File: config.mk
export PLATFORM = sky130hd
export DESIGN_NAME = shift_sequencer
export DESIGN_NICKNAME = d
export VERILOG_FILES = /design/src/rtl/shift_sequencer.sv
export SDC_FILE = /design/constraint.sdc
export NUM_CORES = 1
export LEC_CHECK = 0
export ABC_AREA = 1
export CAP_MARGIN = 40
export CORE_MARGIN = 1.5
export CORE_UTILIZATION = 60
export DETAILED_ROUTE_END_ITERATION = 10
export PLACE_DENSITY = 0.83
export SYNTH_ARGS = -nofsm -noshare
export SYNTH_HDL_FRONTEND = slang
export SYNTH_SLANG_ARGS = --single-unit
File: constraint.sdc
create_clock -name clock -period 4.07 [get_ports clock]
set_clock_uncertainty 0.05 [all_clocks]
set_input_delay 0.6105 -clock clock [delete_from_list [all_inputs] [get_ports clock]]
set_output_delay 0.6105 -clock clock [all_outputs]
set_load 0.02 [all_outputs]
File: src/rtl/shift_sequencer.sv
// shift_sequencer: multicycle SLL/SRL/SRA/ROL applying one power-of-two stage per cycle (16,8,4,2,1).
// Define SHIFT_SEQ_EARLY_EXIT_EN to complete as soon as no lower amount bits remain.
module shift_sequencer #(
  parameter int DATA_WIDTH = 32,
  parameter int AMT_WIDTH  = 5
) (
  input  logic                  clock,
  input  logic                  reset,
  input  logic                  ctrl_start,
  input  logic [1:0]            op,
  input  logic [DATA_WIDTH-1:0] data_in,
  input  logic [AMT_WIDTH-1:0]  shift_amt,
  output logic [DATA_WIDTH-1:0] data_result,
  output logic                  data_resultRDY,
  output logic                  busy
);
  if (2**AMT_WIDTH != DATA_WIDTH) begin : g_bad_width
    $error("shift_sequencer: 2**AMT_WIDTH must equal DATA_WIDTH");
  end
  typedef enum logic {IDLE, RUN} state_t;
  state_t                  state_q, state_d;
  logic [AMT_WIDTH-1:0]    stage_q, stage_d, amt_q, amt_d;
  logic [1:0]              op_q, op_d;
  logic [DATA_WIDTH-1:0]   work_q, work_d, result_q, result_d, shifted;
  logic                    sign_q, sign_d, rdy_q, rdy_d, done;
  logic [2*DATA_WIDTH-1:0] wide;
  always_ff @(posedge clock or posedge reset) begin
    if (reset) begin
      state_q  <= IDLE;
      stage_q  <= '0;
      amt_q    <= '0;
      op_q     <= '0;
      work_q   <= '0;
      sign_q   <= 1'b0;
      result_q <= '0;
      rdy_q    <= 1'b0;
    end else begin
      state_q  <= state_d;
      stage_q  <= stage_d;
      amt_q    <= amt_d;
      op_q     <= op_d;
      work_q   <= work_d;
      sign_q   <= sign_d;
      result_q <= result_d;
      rdy_q    <= rdy_d;
    end
  end
  // stage_q is one-hot and its value is the current stage's shift distance
  always_comb begin
    wide = op_q == 2'b11 ? {work_q, work_q} << stage_q
         : op_q == 2'b10 ? {{DATA_WIDTH{sign_q}}, work_q} >> stage_q
         : op_q == 2'b01 ? {{DATA_WIDTH{1'b0}}, work_q} >> stage_q
         : {{DATA_WIDTH{1'b0}}, work_q} << stage_q;
    shifted = op_q == 2'b11 ? wide[2*DATA_WIDTH-1:DATA_WIDTH] : wide[DATA_WIDTH-1:0];
`ifdef SHIFT_SEQ_EARLY_EXIT_EN
    done = (amt_q & (stage_q - AMT_WIDTH'(1))) == '0;
`else
    done = stage_q[0];
`endif
  end
  always_comb begin
    state_d  = state_q;
    stage_d  = stage_q;
    amt_d    = amt_q;
    op_d     = op_q;
    work_d   = work_q;
    sign_d   = sign_q;
    result_d = result_q;
    rdy_d    = 1'b0;
    if (state_q == IDLE) begin
      if (ctrl_start) begin
        state_d = RUN;
        stage_d = {1'b1, {(AMT_WIDTH-1){1'b0}}};
        amt_d   = shift_amt;
        op_d    = op;
        work_d  = data_in;
        sign_d  = data_in[DATA_WIDTH-1];
      end
    end else begin
      work_d  = |(amt_q & stage_q) ? shifted : work_q;
      stage_d = stage_q >> 1;
      if (done) begin
        state_d  = IDLE;
        result_d = work_d;
        rdy_d    = 1'b1;
      end
    end
  end
  always_comb begin
    busy           = state_q == RUN;
    data_result    = result_q;
    data_resultRDY = rdy_q;
  end
endmodule

==> reports/qor.yml <==
power:
  powerDensity_nw_per_um2: 966
  leakagePower_nw: 4.66
  power_mw: 8.80
  ir_drop_mv: 0.505
logic_synthesis:
  synth-edff-count: 0
  yosysSeqAreaShare_pct: 24.4
  syn-instance-count: 1422
  yosys-top-cells-count: "586 x nand2_1, 399 x nand3_1, 79 x dfrtp_1"
  avgSynthCellArea_um2: 5.70
  async_flop_share_pct: 100
  yosysMostFrequentCell: "nand2_1"
  netlist_top_cells_area: "nand2_1 27%, nand3_1 25%, dfrtp_1 24%"
  ys.flop_type: "dfrtp_1"
  yosysTopAreaCell: "nand2_1"
  yosysWarnings: 0
  yosys.area.top_type_share_pct: 27.2
  synth.distinct_cells: 35
  synth_area_um2: 8100
  ys_ff_latch: 79
  synth_nets: 1464
detailed_routing:
  drt_iter0_drc: 1937
  vias: 10600
  wirelength_mm: 33.8
  vias_per_cell: 6.54
  firstDrtPassIters: 11
  drc: 1
  wire_per_inst_um: 20.9
  antenna_left: 0
final_layout:
  fin_nets: 1483
  fin_cells: 1622
  post-route-util_pct: 69.1
  area_growth_pct: 12.6
  drive_above_1_share_pct: 5.33
  final_area_um2: 9120
  antenna_cells: 0
global_routing:
  antenna_found_initial: 0
  grt_usage_pct: 47.9
  grt_max_degree: 70
  grt_pass1_wl_mm: 52.3
  overflow: 0
  grt_pass1_vias: 9559
clock_network:
  clock_path_buffers: 2
  post_cts_resized: 0
  clkSinkCount: 79
  cts_buffers: 9
  holdBufCountCts: 0
  clk_latency_ns: 0.36
  cts_tree: "done"
  cts_root_buf: "clkbuf_16"
  h-tree-depth: 3
  clkTransAtPathRegs_ns: 0.07
  cts_setup_buffers: 0
setup_path:
  path_max_fanout: 30
  crit_type: "flop to flop"
  regToRegEndpoint: "work_q[15]"
  critPathCapture: "work_q[15]"
  max_stage_delay_ns: 0.68
  reg2regPathDepth: 11
  worstPathCellList: "nand2_2 -> inv_2 -> nor2_2 -> inv_2 -> nor2_2 -> o211ai_1 -> nand2_1 -> nor2_1 -> nand2_1 -> nand3_1 -> nand3_1"
  reg2reg_from: "op_q[0]"
  required_ns: 4.25
  crit_arrival_ns: 3.28
  rrSetupSlack_ns: 0.97
  critPathCaptureType: "flop"
  slowest_stage: "dfrtp_1"
  start_kind: "flop"
  startpoint: "op_q[0]"
sta:
  setup_viol_count_final: 0
  setup_tns_ns: 0
  hold_ws_ns: 0.427
  setup_ws_ns: 0.973
  slew_headroom_pct: 42.2
  tightest_slew_ns: 0.860
  max_freq_mhz: 323
  hold_viol: 0
  rsz0062_at_grt: "no"
  slew_viol_final: 0
  fin_crit_ns: 3.10
  finalCritPeriodShare_pct: 76.1
place:
  dp_hpwl_mm: 24.5
  gp_congestion: 1.05
  io_buffers: 75
  placed_cell_area_um2: 8780
  place_inst: 1606
  pre_cts_ws_ns: 1.15
floorplanning:
  rows: 42
  start_util_pct: 61.4
  design.die.area_um2: 14200
  fp.dieW_um: 119
  core_area_um2: 13200
  io_pins: 76
  fp.dieH_um: 119
worst_hold_path:
  hold_path_class: "flop to flop"
  hold_path_depth: 2
outcome:
  outcome: "finished, violations left"
  violations: "DRC"
flow_run:
  cap_violations: 0
-- cell type report --
cell class,count,area (µm²)
fillers,1225,4070
well taps,176,220
repair buffers,96,941
clock buffers,12,236
clock inverters,4,95.1
flip-flops and latches,79,1980
multi-input cells,1168,5320
inverters,87,328
-- routing by layer --
| layer | vias up | wire length (µm) | global-route usage [%] |
|---|---|---|---|
| li1 | 4744 | - | - |
| met3 | 188 | 5000 | 13.2 |
| met4 | 0 | 2200 | 27.0 |
| met1 | 4797 | 12300 | 63.0 |
| met5 | - | 0 | 0 |
| met2 | 874 | 14300 | 70.7 |
-- kinds of logic after synthesis --
family / count (synthesis) / share of synthesized area [%]
AO/OA/AOI/OAI: 124 / 9.28
buffers and inverters: 175 / 10.0
flip-flops: 79 / 24.4
AND/OR/NAND/NOR: 1044 / 56.3
-- sequential cells by signal, summed over array words and instances, names as in the netlist --
register        cells
op_q                2
stage_q             5
data_resultRDY      1
busy                1
sign_q              1
amt_q               5
work_q             32
data_result        32
-- cells in the final DEF, fill, tap and decap left out --
cell type and count:
a22o_1 14, nand3_1 399, buf_4 19, o22ai_1 4, a21oi_1 34, o21bai_1 1
nand2_1 586, clkbuf_16 9, nor2_4 3, inv_2 13, nor3_1 2, o211ai_2 3
bufinv_16 3, dfrtp_2 3, o21ai_1 12, and3_1 2, buf_12 1, dfrtp_1 76
nor2_8 2, nand3_2 4, or2_2 2, clkinv_1 1, clkbuf_1 3, buf_16 1
nand2_4 1, nand4_1 6, nor2_2 4, inv_1 72, nand2_2 2, and2_1 3
clkdlybuf4s50_1 75, o21ai_0 39, nor2_1 26, clkinv_2 2, nand3b_1 2, o31ai_1 1
o21ai_2 5, o211ai_1 11
-- power by group --
group          switching, mW  internal [mW]
Sequential             0.484           1.14
Combinational           4.27           1.97
Clock                  0.343          0.599
Total                   5.10           3.71
-- worst min-delay path by stage --
stage	slack (ns)	start	end
2_1_floorplan	0.39	amt_q[0]	amt_q[0]
3_3_place_gp	0.41	data_result[31]	data_result[31]
3_5_place_dp	0.41	amt_q[2]	amt_q[2]
4_1_cts	0.43	amt_q[2]	amt_q[2]
5_1_grt	0.45	amt_q[2]	amt_q[2]
6_report	0.43	amt_q[2]	amt_q[2]
-- worst max-delay path: cells and delay by family, from the launching register on --
family,cells,cell delay (ns)
buffers and inverters,2,0.93
AO/OA/AOI/OAI,1,0.12
AND/OR/NAND/NOR,8,1.20
flip-flops,1,0.68
(Power assumes the default switching activity.)
